[config.mk]
export PLATFORM = sky130hd
export DESIGN_NAME = fifo_rd_stream
export DESIGN_NICKNAME = d
export VERILOG_FILES = /design/src/rtl/fifo_rd_stream.sv
export SDC_FILE = /design/constraint.sdc
export NUM_CORES = 1
export LEC_CHECK = 0
export CAP_MARGIN = 25
export CORE_MARGIN = 5
export CORE_UTILIZATION = 53
export DETAILED_ROUTE_END_ITERATION = 7
export PLACE_DENSITY = 0.79
export SETUP_SLACK_MARGIN = 0.5
export SYNTH_ARGS = -nofsm -noshare
export SYNTH_HDL_FRONTEND = slang
export SYNTH_SLANG_ARGS = --single-unit
[constraint.sdc]
create_clock -name i_rd_clk -period 1.7 [get_ports i_rd_clk]
set_input_delay 0.17 -clock i_rd_clk [delete_from_list [all_inputs] [get_ports i_rd_clk]]
set_output_delay 0.17 -clock i_rd_clk [all_outputs]
set_load 0.02 [all_outputs]
[src/rtl/fifo_rd_stream.sv]
// Read-side stream adapter for an async FIFO: pops the registered FIFO memory and
// presents samples through a 3-entry skid buffer with valid/ready on the output.
module fifo_rd_stream #(
   parameter int DATA_WIDTH = 16
) (
   input  logic                  i_rd_clk,
   input  logic                  i_rdrst_n,
   input  logic                  i_rd_empty,
   output logic                  o_rd_inc,
   input  logic [DATA_WIDTH-1:0] i_rd_data,
   output logic                  o_valid,
   input  logic                  i_ready,
   output logic [DATA_WIDTH-1:0] o_data,
   output logic [1:0]            o_occ
);

   // Handshake: a sample transfers on a rising clock edge where o_valid and i_ready
   // are both 1; o_data holds steady while o_valid=1 and i_ready=0.

   logic [1:0]            occ_q, occ_d;
   logic                  infl_q, infl_d;
   logic [1:0]            wr_ptr_q, wr_ptr_d;
   logic [1:0]            rd_ptr_q, rd_ptr_d;
   logic [DATA_WIDTH-1:0] buf_q [3];
   logic [DATA_WIDTH-1:0] buf_d [3];
   logic [2:0]            fill;
   logic                  accept;

   function automatic logic [1:0] ptr_inc(input logic [1:0] p);
      return (p == 2'd2) ? 2'd0 : p + 2'd1;
   endfunction

   // The pop decision counts the in-flight word as already occupying a slot, so the
   // buffer can absorb it even when the consumer stalls; i_ready is never consulted.
   always_comb begin
      fill     = {1'b0, occ_q} + {2'b00, infl_q};
      o_rd_inc = i_rdrst_n & ~i_rd_empty & (fill <= 3'd2);
      o_valid  = (occ_q != 2'd0);
      o_data   = buf_q[rd_ptr_q];
      o_occ    = occ_q;
      accept   = o_valid & i_ready;

      infl_d   = o_rd_inc & ~i_rd_empty;
      buf_d    = buf_q;
      wr_ptr_d = wr_ptr_q;
      rd_ptr_d = rd_ptr_q;

      if (infl_q) begin
         buf_d[wr_ptr_q] = i_rd_data;
         wr_ptr_d        = ptr_inc(wr_ptr_q);
      end
      if (accept) begin
         rd_ptr_d = ptr_inc(rd_ptr_q);
      end
      occ_d = occ_q + {1'b0, infl_q} - {1'b0, accept};
   end

   always_ff @(posedge i_rd_clk) begin
      if (!i_rdrst_n) begin
         occ_q    <= 2'd0;
         infl_q   <= 1'b0;
         wr_ptr_q <= 2'd0;
         rd_ptr_q <= 2'd0;
         buf_q    <= '{default: '0};
      end else begin
         occ_q    <= occ_d;
         infl_q   <= infl_d;
         wr_ptr_q <= wr_ptr_d;
         rd_ptr_q <= rd_ptr_d;
         buf_q    <= buf_d;
      end
   end

   // Stored plus in-flight words must always fit in the three slots.
   a_no_overflow : assert property (@(posedge i_rd_clk) disable iff (!i_rdrst_n)
      fill <= 3'd3);

endmodule
==> results of run 1 <==
==> where the power goes <==
part | internal [mW] | switching, mW | total (mW) | leakage (nW)
logic | 0.926 | 0.669 | 1.59 | 1.10
registers | 1.39 | 0.101 | 1.49 | 0.448
clock network | 0.418 | 0.440 | 0.858 | 0.0594
==> per-layer routing <==
metal | wire, um | GRT usage (%) | part of all wire [%]
met5 | 0 | 0 | 0
met4 | 170 | 11.86 | 2.5
met3 | 243 | 3.401 | 3.6
met2 | 3424 | 37.79 | 51
met1 | 2839 | 24.07 | 43
==> critical path, stage by stage (launching register included) <==
cell     delay [ns]
dfxtp_4        0.37
ha_4           0.14
inv_2          0.04
ha_4           0.25
nor3b_4        0.18
o211a_1        0.17
buf_6          0.11
==> final cells by class <==
cell class	instances	area, sq um	area share, %
multi-input combinational	171	1574	42.40
sequential	55	1112	29.96
timing repair buffer	72	827.0	22.28
clock buffer	7	107.6	2.899
tap	54	67.56	1.820
inverter	5	18.77	0.5056
clock inverter	1	5.005	0.1348
==> cell usage in the layout (no fill, tap or decap), types with 3 or more instances in the layout <==
| master | netlist | layout |
|---|---|---|
| inv_1 | 5 | 3 |
| mux2i_2 | 0 | 9 |
| nand3b_1 | 3 | 3 |
| clkbuf_8 | 0 | 6 |
| dfxtp_1 | 55 | 50 |
| clkdlybuf4s50_1 | 0 | 18 |
| mux2i_4 | 0 | 7 |
| ha_4 | 0 | 3 |
| buf_12 | 1 | 6 |
| buf_4 | 2 | 11 |
| nand2_1 | 66 | 66 |
| mux2i_1 | 66 | 50 |
| dfxtp_2 | 0 | 3 |
| buf_6 | 5 | 31 |
| o2bb2ai_2 | 0 | 13 |
==> repair_timing <==
item,4_1_cts,5_1_grt
endpoints found under the setup margin,66,45
cloned,2,0
hold buffers,0,0
gates resized for setup,157,22
setup buffers,15,1
pin swaps,11,7
==> cell families (layout without fill, tap and decap cells) <==
group           after synthesis  in the layout  synth area share (%)
buf+inv                      25             85                 6.660
compound gates               21             21                 7.203
simple gates                 78             78                 13.32
fa+ha+maj                     5              5                 2.467
flops                        55             55                 43.41
xor+xnor                      1              1                0.8879
mux                          66             66                 26.05
==> stage by stage <==
step | setup WS, ns | utilization [%]
CTS | -0.03234 | 76.43
global placement | -0.1383 | 66.00
detailed placement | -0.1730 | 66.00
floorplan | 0.2978 | -
finish | -0.03576 | 79.12
global route | -0.09534 | 79.12
==> registers in the layout (all words and copies together) (netlist names) <==
| signal | cells |
|---|---|
| infl_q | 1 |
| rd_ptr_q | 2 |
| wr_ptr_q | 2 |
| o_occ | 2 |
| buf_q | 48 |
==> final timing paths <==
path,from,cells after the start,slack [ns],to
max reg2reg,o_occ[0],8,0.09,o_occ[1]
min reg2reg,buf_q[14],2,0.47,buf_q[14]
max,o_occ[0],6,-0.04,o_rd_inc
min,i_rdrst_n,3,0.37,o_occ[1]
==> flow_metrics.tcl, run 1 <==
set metrics [dict create \
    status "finished, violations left" \
    violations "negative setup slack" \
    synthesis.area_sq_mm 0.002536 \
    layout_min_cycle_time_ns 1.736 \
    netlist.top_cell.by_area "dfxtp_1" \
    dieArea_sq_mm 0.006269 \
    synth_edf_count 0 \
    worstMarginPinSlew_ns 0.3612 \
    skew_ns 0.01004 \
    cp.required_ns 1.53 \
    numPortBuffers 39 \
    start_util_pct 54.05 \
    async_reset_ff_share_pct 0 \
    die_w_um 79.18 \
    area_growth_pct 46.37 \
    htreeDepth 2 \
    grt_pass1_wl_um 10180 \
    setup_slack_ns -0.03576 \
    root_buffer "clkbuf_8" \
    nNetsFinal 335 \
    via_count 2016 \
    end_kind "output pin" \
    dp_hpwl_um 3521 \
    drive_gt1_share_pct 34.73 \
    fin_crit_sh_pct 102.1 \
    viasPerCell 5.523 \
    p_per_area_mw_per_mm2 1063 \
    grt_max_degree 74 \
    cts_buffer_depth 2 \
    grt_pass1_vias 2096 \
    clkSlewWorstSetupHoldPaths_ns 0.10 \
    synth-main-ff-cell "dfxtp_1" \
    whs_ns 0.3728 \
    hold_path_class "in2reg" \
    finalHoldViolations 0 \
    core_sq_mm 0.004692 \
    synth_top_area_share_pct 43.41 \
    antenna_cells 0 \
    critPathArrivalTime_ns 1.57 \
    drv_slew 0 \
    synthTopCellsByCount "66 x mux2i_1, 66 x nand2_1, 55 x dfxtp_1" \
    cts.sinks 55 \
    synth.area.top_cells "dfxtp_1 43%, mux2i_1 26%, nand2_1 9.8%, o2bb2ai_1 5.5%, ha_1 2.5%" \
    drc 0 \
    stdcell_count 365 \
    syn_area_per_cell_sq_um 10.10 \
    worst_ir_drop_vdd_mv 0.5755 \
    synth_seq_area_share_pct 43.41 \
    slew_headroom_pct 75.92 \
    setup-tns-final_ns -0.03576 \
    placed_area_sq_mm 0.003097 \
    start_kind "flop" \
    synth_seq_cells 55 \
    dp.cells 339 \
    critPathKind "reg2out" \
    clock_latency_ns 0.32 \
    place.gp.congestion 0.7138 \
    max_freq_mhz 576.1 \
    cap_violations 0 \
    synthDistinctLibCells 24 \
    drt_iter0_markers 110 \
    drt_wl_total_um 6677 \
    grtUsageTotal_pct 21.27 \
    syn_nets 276 \
    post-route-cell-area_sq_mm 0.003712 \
    antenna_found_initial 0 \
    routedWlPerCell_um 18.29 \
    cts_buffers 5 \
    netlist_instances 251 \
    worstPathMaxFanout 2 \
    yosys_warnings 0 \
    grt.overflow.total 0 \
    power_mw 3.945 \
    io-pin-count 40 \
    dr.pass1.iters 4 \
    setup_violations 1 \
    ant_nets 0 \
    num_rows 25 \
    die_y_um 79.18 \
    rsz0062_at_grt "yes" \
    cellLeakagePower_nw 1.611 \
    fill_cells 279 \
    cts_tree "yes" \
]
Power figures use the tool's default switching activity.
==> run 2: changes to the inputs <==
--- a/config.mk
+++ b/config.mk
@@ -6,10 +6,10 @@
 export NUM_CORES = 1
 export LEC_CHECK = 0
 export CAP_MARGIN = 25
-export CORE_MARGIN = 5
+export CORE_MARGIN = 8
 export CORE_UTILIZATION = 53
 export DETAILED_ROUTE_END_ITERATION = 7
-export PLACE_DENSITY = 0.79
+export PLACE_DENSITY = 0.78
 export SETUP_SLACK_MARGIN = 0.5
 export SYNTH_ARGS = -nofsm -noshare
 export SYNTH_HDL_FRONTEND = slang
==> run 2 against run 1 <==
  * The flow still finishes with violations (negative setup slack)
  * Clock skew is 0.0041 ns lower
  * Die area is 16% higher
  * Global-route usage is 4.2 points lower
  * Maximum frequency is 0.56% higher
  * Sequential share of layout area is 0.62 points lower
  * Register-to-register slack worse by 0.11 ns
  * Final cell count is 1.1% higher
  * Clock-buffer cell count is 1 lower
  * Combinational power hardly changed
  * Utilization is 2.1 points higher
  * Critical endpoint unchanged
==> flow_metrics.tcl, run 2 (same netlist as run 1, synthesis figures left out) <==
set metrics [dict create \
    status "finished, violations left" \
    violations "negative setup slack" \
    hold_depth 3 \
    dp.cells 343 \
    hp-start "i_rdrst_n" \
    final_cell_mix "66 x nand2_1, 52 x mux2i_1, 51 x dfxtp_1" \
    drv_slew 0 \
    post-route-cell-area_sq_mm 0.003786 \
    cts.sinks 55 \
    setup_slack_ns -0.02602 \
    layout.cells.most_common "nand2_1" \
    dp_slack_ns -0.1566 \
    layout_min_cycle_time_ns 1.726 \
    antenna_found_initial 0 \
    htreeDepth 2 \
    whs_ns 0.3681 \
    via_count 2001 \
    p_per_area_mw_per_mm2 1022 \
    cts_tree "yes" \
    worstMarginPinSlew_ns 0.3050 \
    critical_path.reg2reg.startpoint "o_occ[0]" \
    skew_ns 0.005955 \
    max_freq_mhz 579.4 \
    finalHoldViolations 0 \
    ant_nets 0 \
    viasPerCell 5.423 \
    fin_crit_sh_pct 101.5 \
    dieArea_sq_mm 0.007255 \
    setup_violations 2 \
    routedWlPerCell_um 17.51 \
    num_rows 25 \
    min_to "o_occ[1]" \
    worst_ir_drop_vdd_mv 0.5423 \
    core_sq_mm 0.004661 \
    cts_buffers 5 \
    grt_pass1_vias 2009 \
    grtUsageTotal_pct 17.07 \
    critPathKind "reg2out" \
    cellLeakagePower_nw 1.631 \
    worstPathMaxFanout 2 \
    die_y_um 85.18 \
    drt_iter0_markers 105 \
    area_growth_pct 49.28 \
    hold_path_class "in2reg" \
    critPathArrivalTime_ns 1.56 \
    clock_latency_ns 0.31 \
    rsz0062_at_grt "yes" \
    cts_buffer_depth 2 \
    start_kind "flop" \
    rrSetupSlack_ns -0.02 \
    io-pin-count 40 \
    largest_register "buf_q" \
    grt_max_degree 74 \
    grt_pass1_wl_um 9922 \
    power_mw 3.869 \
    drive_gt1_share_pct 34.60 \
    clkSlewWorstSetupHoldPaths_ns 0.09 \
    grt.overflow.total 0 \
    reg2reg_to "o_occ[1]" \
    dp_hpwl_um 3507 \
    die_w_um 85.18 \
    reg2reg_depth 9 \
    nNetsFinal 340 \
    numPortBuffers 39 \
    root_buffer "clkbuf_8" \
    antenna_cells 0 \
    drt_wl_total_um 6463 \
    largest_reg_flops 48 \
    placed_area_sq_mm 0.003089 \
    ctsHoldBuffers 0 \
    cap_violations 0 \
    end_kind "output pin" \
    start_util_pct 54.42 \
    slew_headroom_pct 79.67 \
    cp.required_ns 1.53 \
    drc 0 \
    setup-tns-final_ns -0.04507 \
    dr.pass1.iters 4 \
    place.gp.congestion 0.7374 \
    stdcell_count 369 \
    fin_util_pct 81.23 \
]
run 2: cell types whose count changed in the layout (fill, tap and decap cells not counted), sizes merged:
cell and change:
buf +5, clkbuf -1
run 2: cell type report:
| class | count | area, sq um |
|---|---|---|
| inverter | 5 | 18.77 |
| clock inverter | 1 | 5.005 |
| multi-input combinational | 171 | 1677 |
| timing repair buffer | 77 | 824.5 |
| clock buffer | 6 | 82.58 |
| sequential | 55 | 1111 |
| tap | 54 | 67.56 |
| fill | 268 | 874.6 |
run 2: worst max-delay path by stage:
| stage | start | endpoint | slack [ns] | cells past startpoint |
|---|---|---|---|---|
| 2_1_floorplan | o_occ[0] | o_rd_inc | 0.30 | 5 |
| 3_3_place_gp | infl_q | o_rd_inc | -0.14 | 6 |
| 3_5_place_dp | infl_q | o_rd_inc | -0.16 | 6 |
| 4_1_cts | infl_q | o_rd_inc | -0.06 | 6 |
| 5_1_grt | infl_q | o_rd_inc | -0.1 | 6 |
| 6_report | infl_q | o_rd_inc | -0.03 | 6 |
run 2: critical path, cell delays in order (launching register included):
cell	delay [ns]
dfxtp_2	0.36
ha_4	0.14
inv_2	0.04
ha_4	0.25
nor3b_4	0.17
o211a_1	0.17
buf_6	0.11
run 2: layer usage:
layer  up-vias  track usage [%]  share of wire [%]
li1        976                -                  -
met1       986            20.24                 45
met2        32            28.98                 51
met3         7            4.151                3.0
met4         0            6.311                1.5
met5         -                0                  0
run 2: where the power goes:
| group | switching, mW | leakage (nW) | total [mW] | internal [mW] |
|---|---|---|---|---|
| Combinational | 0.675 | 1.14 | 1.62 | 0.950 |
| Clock | 0.420 | 0.0470 | 0.741 | 0.321 |
| Sequential | 0.113 | 0.448 | 1.50 | 1.39 |
run 2: what timing repair did:
item | 4_1_cts | 5_1_grt
endpoints found under the setup margin | 47 | 42
pin swaps | 7 | 10
setup buffers | 15 | 4
gates resized for setup | 170 | 27
